===== src/rtl/prog_seq_detector.sv =====
// Runtime-programmable Mealy serial-pattern detector with per-bit mask,
// overlap/non-overlap mode and a saturating match counter.
module prog_seq_detector #(
    parameter int                 MAX_LEN     = 8,
    parameter int                 CNT_W       = 8,
    parameter logic [MAX_LEN-1:0] DEF_PATTERN = 8'b00010101,
    parameter int                 DEF_LEN     = 5,
    parameter logic [MAX_LEN-1:0] DEF_MASK    = 8'b00011111,
    parameter logic               DEF_OVERLAP = 1'b1,
    localparam int                LEN_W       = $clog2(MAX_LEN + 1)
) (
    input  logic               clk,
    input  logic               reset,
    input  logic               x_valid,
    input  logic               x,
    input  logic               cfg_load,
    input  logic [MAX_LEN-1:0] cfg_pattern,
    input  logic [MAX_LEN-1:0] cfg_mask,
    input  logic [LEN_W-1:0]   cfg_len,
    input  logic               cfg_overlap,
    input  logic               cnt_clr,
    output logic               z,
    output logic               z_q,
    output logic [CNT_W-1:0]   match_count,
    output logic               hunting
);

    typedef enum logic {FILL = 1'b0, HUNT = 1'b1} state_t;

    state_t             state_q, state_d;
    logic [MAX_LEN-1:0] pat_q, pat_d, mask_q, mask_d;
    logic [LEN_W-1:0]   len_q, len_d, len_new, fill_q, fill_d, fill_inc;
    logic               ov_q, ov_d;
    logic [MAX_LEN-2:0] hist_q, hist_d;
    logic [MAX_LEN-1:0] w;
    logic               hit;
    logic [CNT_W-1:0]   cnt_d;

    assign w       = {hist_q, x};
    assign hunting = (state_q == HUNT);
    assign z       = x_valid & ~cfg_load & ~reset & (state_q == HUNT) & hit;

    // Positions at or beyond the active length never block a hit.
    always_comb begin
        hit = 1'b1;
        for (int i = 0; i < MAX_LEN; i++) begin
            if ((LEN_W'(i) < len_q) && mask_q[i] && (w[i] != pat_q[i])) begin
                hit = 1'b0;
            end
        end
    end

    always_comb begin
        len_new = cfg_len;
        if (cfg_len == '0) begin
            len_new = LEN_W'(1);
        end else if (cfg_len > LEN_W'(MAX_LEN)) begin
            len_new = LEN_W'(MAX_LEN);
        end
    end

    assign fill_inc = (fill_q == LEN_W'(MAX_LEN)) ? fill_q : fill_q + LEN_W'(1);

    always_comb begin
        state_d = state_q;
        fill_d  = fill_q;
        hist_d  = hist_q;
        pat_d   = pat_q;
        mask_d  = mask_q;
        len_d   = len_q;
        ov_d    = ov_q;
        if (cfg_load) begin
            pat_d   = cfg_pattern;
            mask_d  = cfg_mask;
            len_d   = len_new;
            ov_d    = cfg_overlap;
            hist_d  = '0;
            fill_d  = '0;
            state_d = (len_new == LEN_W'(1)) ? HUNT : FILL;
        end else if (x_valid) begin
            hist_d = w[MAX_LEN-2:0];
            if (z && !ov_q) begin
                fill_d  = '0;
                state_d = (len_q == LEN_W'(1)) ? HUNT : FILL;
            end else begin
                fill_d  = fill_inc;
                state_d = (fill_inc < len_q - LEN_W'(1)) ? FILL : HUNT;
            end
        end
    end

    always_comb begin
        cnt_d = match_count;
        if (cnt_clr) begin
            cnt_d = '0;
        end else if (z && (match_count != {CNT_W{1'b1}})) begin
            cnt_d = match_count + CNT_W'(1);
        end
    end

    always_ff @(posedge clk or posedge reset) begin
        if (reset) begin
            state_q     <= FILL;
            fill_q      <= '0;
            hist_q      <= '0;
            pat_q       <= DEF_PATTERN;
            mask_q      <= DEF_MASK;
            len_q       <= LEN_W'(DEF_LEN);
            ov_q        <= DEF_OVERLAP;
            match_count <= '0;
            z_q         <= 1'b0;
        end else begin
            state_q     <= state_d;
            fill_q      <= fill_d;
            hist_q      <= hist_d;
            pat_q       <= pat_d;
            mask_q      <= mask_d;
            len_q       <= len_d;
            ov_q        <= ov_d;
            match_count <= cnt_d;
            z_q         <= z;
        end
    end

endmodule


===== config.mk =====
export PLATFORM = sky130hd
export DESIGN_NAME = prog_seq_detector
export DESIGN_NICKNAME = d
export VERILOG_FILES = /design/src/rtl/prog_seq_detector.sv
export SDC_FILE = /design/constraint.sdc
export NUM_CORES = 1
export LEC_CHECK = 0
export BUFFER_PORTS_ARGS = -buffer_cell sky130_fd_sc_hd__buf_2
export CAP_MARGIN = 20
export CORE_MARGIN = 2
export CORE_UTILIZATION = 30
export DETAILED_ROUTE_END_ITERATION = 12
export PLACE_DENSITY = 0.5
export SLEW_MARGIN = 20
export SYNTH_ARGS = -nofsm -noshare
export SYNTH_HDL_FRONTEND = slang
export SYNTH_SLANG_ARGS = --single-unit

===== constraint.sdc =====
create_clock -name clk -period 3 [get_ports clk]
set_clock_uncertainty 0.05 [all_clocks]
set_input_delay 0.15 -clock clk [delete_from_list [all_inputs] [get_ports clk]]
set_output_delay 0.15 -clock clk [all_outputs]
set_load 0.03 [all_outputs]

## After elaboration in Yosys (flattened, before gate mapping)

Index checks and enable logic that the tools add are counted.

- Register bits after elaboration: 42
- Input port bits: 27

- Add/subtract/negate cells: 3
- Order comparisons: 10
- Equality and inequality tests: 12
- Mux-type cells: 24
- Bitwise operators: 6
- Reduce and logical (&&, ||, !) cells: 22

Operators by type and width:

| kind | number |
|---|---|
| 2-to-1 mux 4 bit | 6 |
| logical AND 1 bit | 18 |
| less-than comparator 3 x 4 -> 1 bit, first input constant | 4 |
| 2-to-1 mux 8 bit | 2 |
| 2-to-1 mux 1 bit | 14 |
| 2-to-1 mux 7 bit | 2 |
| adder 8 x 1 -> 8 bit, second input constant | 1 |
| equality test 4 x 1 -> 1 bit, second input constant | 2 |
| less-than comparator 1 x 4 -> 1 bit, first input constant | 2 |
| less-than comparator 2 x 4 -> 1 bit, first input constant | 2 |
| inequality test 1 bit | 8 |
| inequality test 8 bit, second input constant | 1 |
| adder 4 x 1 -> 4 bit, second input constant | 1 |
| bitwise AND 1 bit | 4 |
| equality test 4 bit, second input constant | 1 |
| > comparator 4 bit, second input constant | 1 |
| logical NOT 4 bit | 1 |
| less-than comparator 4 bit | 1 |
| nonzero test 2 bit | 2 |
| subtractor 4 x 1 -> 4 bit, second input constant | 1 |
| inverter 1 bit | 2 |
| logical NOT 1 bit | 1 |

## Depth between registers and ports, before layout

- Depth after elaboration: 16
- Gate-level depth with buffers: 11
- Gate-level depth less buffers: 11

## Worst setup path before layout

Ideal clock, no wire load.

- Kind: register to register
- Start: reg len_q[0]
- End: reg match_count[5]
- Library setup time: 78 ps
- Arrival: 1,990 ps
- Required time: 2,872 ps
- Path slack: 883 ps
- Stages on the path, launching flop included: 8
- Buffers on the path: 0
- Cell sequence: dfstp_2 > ha_1 > nor2_1 > o311ai_0 > and4_1 > nand3b_4 > or4_1 > a21oi_1

- Longest elaborated chain between the ends: 14

RTL lines:

| item | line | text |
|---|---|---|
| start, declared | 32 | `logic [LEN_W-1:0] len_q, len_d, len_new, fill_q, fill_d, fill_inc;` |
| start signal, assigned | 108 | `len_q <= LEN_W'(DEF_LEN);` |
| start signal, assigned | 118 | `len_q <= len_d;` |
| less-than comparator 1 x 4 -> 1 bit | 47 | `if ((LEN_W'(i) < len_q) && mask_q[i] && (w[i] != pat_q[i])) begin` |
| logical AND 1 bit (2 in a row) | 47 |  |
| 2-to-1 mux 1 bit (7 in a row) | 47 |  |
| 2-to-1 mux 1 bit * | 47 |  |
| bitwise AND 1 bit * | 41 | `assign z = x_valid & ~cfg_load & ~reset & (state_q == HUNT) & hit;` |
| logical AND 1 bit * | 96 | `end else if (z && (match_count != {CNT_W{1'b1}})) begin` |
| nonzero test 2 bit (no line) * | n/a |  |
| end signal, assigned | 120 | `match_count <= cnt_d;` |
| end, declared | 24 | `output logic [CNT_W-1:0] match_count,` |

Every way passes the cells marked *; elsewhere a longest branch is shown, timed or not.
A chain may end at the register's enable or synchronous reset.

## Worst setup path in the final report

- Start: reg len_q[1]
- End: reg match_count[7]

The elaborated chain is that of the path after synthesis.

==> flow_summary.ini <==
[status]
status = complete, no violations

[clock_tree]
htree_num_levels = 2
numCtsBuffers = 5
cts_tree = done
clkSlewWorstSetupHoldPaths_ns = 0.09
cts_sinks = 42
cts_buffer_depth = 2
cts_root_buf = clkbuf_8
insertion_delay_ns = 0.29
cts_setup_buffers = 0

[timing]
rsz0062_at_grt = false
drv_slew = 0
tightest_slew_ns = 0.6093
fin_ws_ns = 0.5892
fin_crit_ns = 2.411
hold_violations = 0
setup_viol = 0
clock.fmax_mhz = 414.8
fin_crit_sh = 0.8036
finalSetupTns_ns = 0
fin_hold_ws_ns = 0.02074
slew_headroom = 0.5923

[final_layout]
n_antenna_cell = 0
final_cells = 354
drive_above_1_share = 0.3098
final_util = 0.3650
final_common_cell = buf_2
postLayoutCellArea_um2 = 2648
fin_nets = 290
area_growth_pct = 17.88
final_cell_mix = buf_2, dfrtp_1, nor2_1, mux2_2, inv_1

[floorplan]
die_x_um = 90.53
core-area_um2 = 7253
rows = 31
ios = 38
die_area_um2 = 8195
initial_core_util = 0.3096
die_height_um = 90.53

[place]
dp_cells = 343
pre_cts_ws_ns = 0.6099
hpwl_mm = 3.492
io_buffers = 37
globalplace.congestion = 0.7503
place_area_um2 = 2522

[power]
powerDensity_nw_per_um2 = 448.2
leakage_nw = 1.185
power.total_mw = 1.187
peakVddDrop_mv = 0.2193

[worst_setup_path]
path_cells = inv_1 -> ha_1 -> nor2_1 -> o311ai_0 -> and4_1 -> nand3b_4 -> or4_1 -> a21oi_1
r2r-end = match_count[7]
critPathLaunchType = flip-flop
ff2ff_path_depth = 8
arrival_ns = 2.58
crit_path_top_delay_cell = or4_1
max_stage_delay_ns = 0.55
end_kind = flip-flop
required_ns = 3.17
critPathKind = reg -> reg
r2r_slack_ns = 0.59
path_max_fanout = 17
r2r-start = len_q[1]

[flow_run]
drv_cap = 0

[drt]
viasPerCell = 4.825
drtIter0Drc = 61
vias = 1708
ant_nets = 0
dr.pass1.iters = 4
finalWirelength_mm = 4.701
wl_per_cell_um = 13.28
drc_errors = 0

[grt]
antenna_found_initial = 0
grt_pass1_wl_mm = 7.976
grt_overflow = 0
grt_pass1_vias = 1624
grt_max_degree = 42
track_usage = 0.1194

[yosys]
synth_ff_type = dfrtp_1
syn_nets = 252
postSynthAreaPerCell_um2 = 10.40
yosys.cell_types.count = 47
synth_fa_ha_area_frac = 0.05014
synth_compound_area_frac = 0.1081
yosys.area_share.simple = 0.1604
yosysWarnings = 0
ys_async_sr_fraction = 1.000
synth_cells = 216
synth_area_um2 = 2246
ys_seq_area_frac = 0.4741
synth-seq-cells = 42
synth_edf_count = 0
synth_top_family_by_area = simple AND/OR/NAND/NOR gates
synth.area.mux_share = 0.1109
synthXorXnorAreaFrac = 0.04680

[hold_path]
worstHoldPathType = in -> reg
hold_depth = 3
min_to = mask_q[0]
hold_start = cfg_mask[0]
how the worst max path moves through the flow:
| stage | startpoint | to | slack [ns] |
|---|---|---|---|
| after floorplan | len_q[0] | match_count[5] | 0.88 |
| after global placement | len_q[0] | match_count[7] | 0.69 |
| after detailed placement | len_q[1] | match_count[5] | 0.61 |
| after CTS | len_q[1] | match_count[5] | 0.58 |
| after global routing | len_q[1] | match_count[7] | 0.39 |
| final | len_q[1] | match_count[7] | 0.59 |
critical path: cells and delay by family (launching register included):
kind	cells	cell delay (ns)
and+or+nand+nor	4	1.12
DFF	1	0.40
AOI/OAI and AO/OA	2	0.39
adders and majority gates	1	0.25
buffers and inverters	1	0.12
registers in the layout, indices dropped and copies added (netlist names):
signal and flops:
hunting 1, z_q 1, pat_q 8, ov_q 1, hist_q 7, match_count 8, mask_q 8, fill_q 4
len_q 4
logic make-up after synthesis:
group / after synthesis
simple gates: 66
flops: 42
compound gates: 37
buf+inv: 27
mux: 23
xor+xnor: 12
fa+ha+maj: 9
cell type report:
type                    instances  area (um2)
inverters                      15       56.30
multi-input cells             147        1070
flip-flops and latches         42        1065
fillers                       776        4606
well taps                      99       123.9
repair buffers                 43       242.7
clock inverters                 3       21.27
clock buffers                   5       68.82
layer usage:
| layer | vias to the layer above | routed length [um] | track usage |
|---|---|---|---|
| met4 | 0 | 21 | 0.03077 |
| met2 | 38 | 2228 | 0.1859 |
| met3 | 2 | 218 | 0.02838 |
| met5 | - | 0 | 0 |
| li1 | 846 | - | - |
| met1 | 822 | 2233 | 0.1669 |
report_power, final:
| group | switching [mW] | internal (mW) | leakage (nW) | total [mW] |
|---|---|---|---|---|
| Clock | 0.209 | 0.164 | 0.0441 | 0.373 |
| Sequential | 0.0293 | 0.610 | 0.524 | 0.639 |
| Combinational | 0.0906 | 0.0837 | 0.617 | 0.174 |
| Total | 0.329 | 0.857 | 1.19 | 1.19 |
Yosys cell counts, types with 2 or more instances:
cell type / number / area share
o22ai_1: 2 / 0.0056
xnor2_1: 8 / 0.031
mux2i_1: 8 / 0.036
o31ai_1: 3 / 0.010
dfrtp_1: 31 / 0.35
inv_2: 2 / 0.0033
or3_1: 3 / 0.0084
mux2_2: 15 / 0.075
or4_1: 4 / 0.013
nor4_1: 4 / 0.011
o32ai_1: 2 / 0.0078
nand2_1: 11 / 0.018
nand3b_1: 2 / 0.0067
o21ai_1: 4 / 0.0089
o311ai_0: 2 / 0.0078
a21oi_1: 8 / 0.018
nand3_1: 9 / 0.020
dfstp_2: 11 / 0.13
inv_1: 12 / 0.020
ha_1: 9 / 0.050
xor2_1: 4 / 0.016
clkbuf_1: 8 / 0.013
nor3_1: 5 / 0.011
nor2_1: 18 / 0.030
nand2b_1: 2 / 0.0056
buf_2: 2 / 0.0045
o21ai_0: 7 / 0.016
repair_timing:
action | 4_1_cts | 5_1_grt
hold buffers | 1 | 1
gates resized for setup | 0 | 0
hold endpoints to repair | 1 | 11
Note: power is estimated with default switching activity, not from simulation.
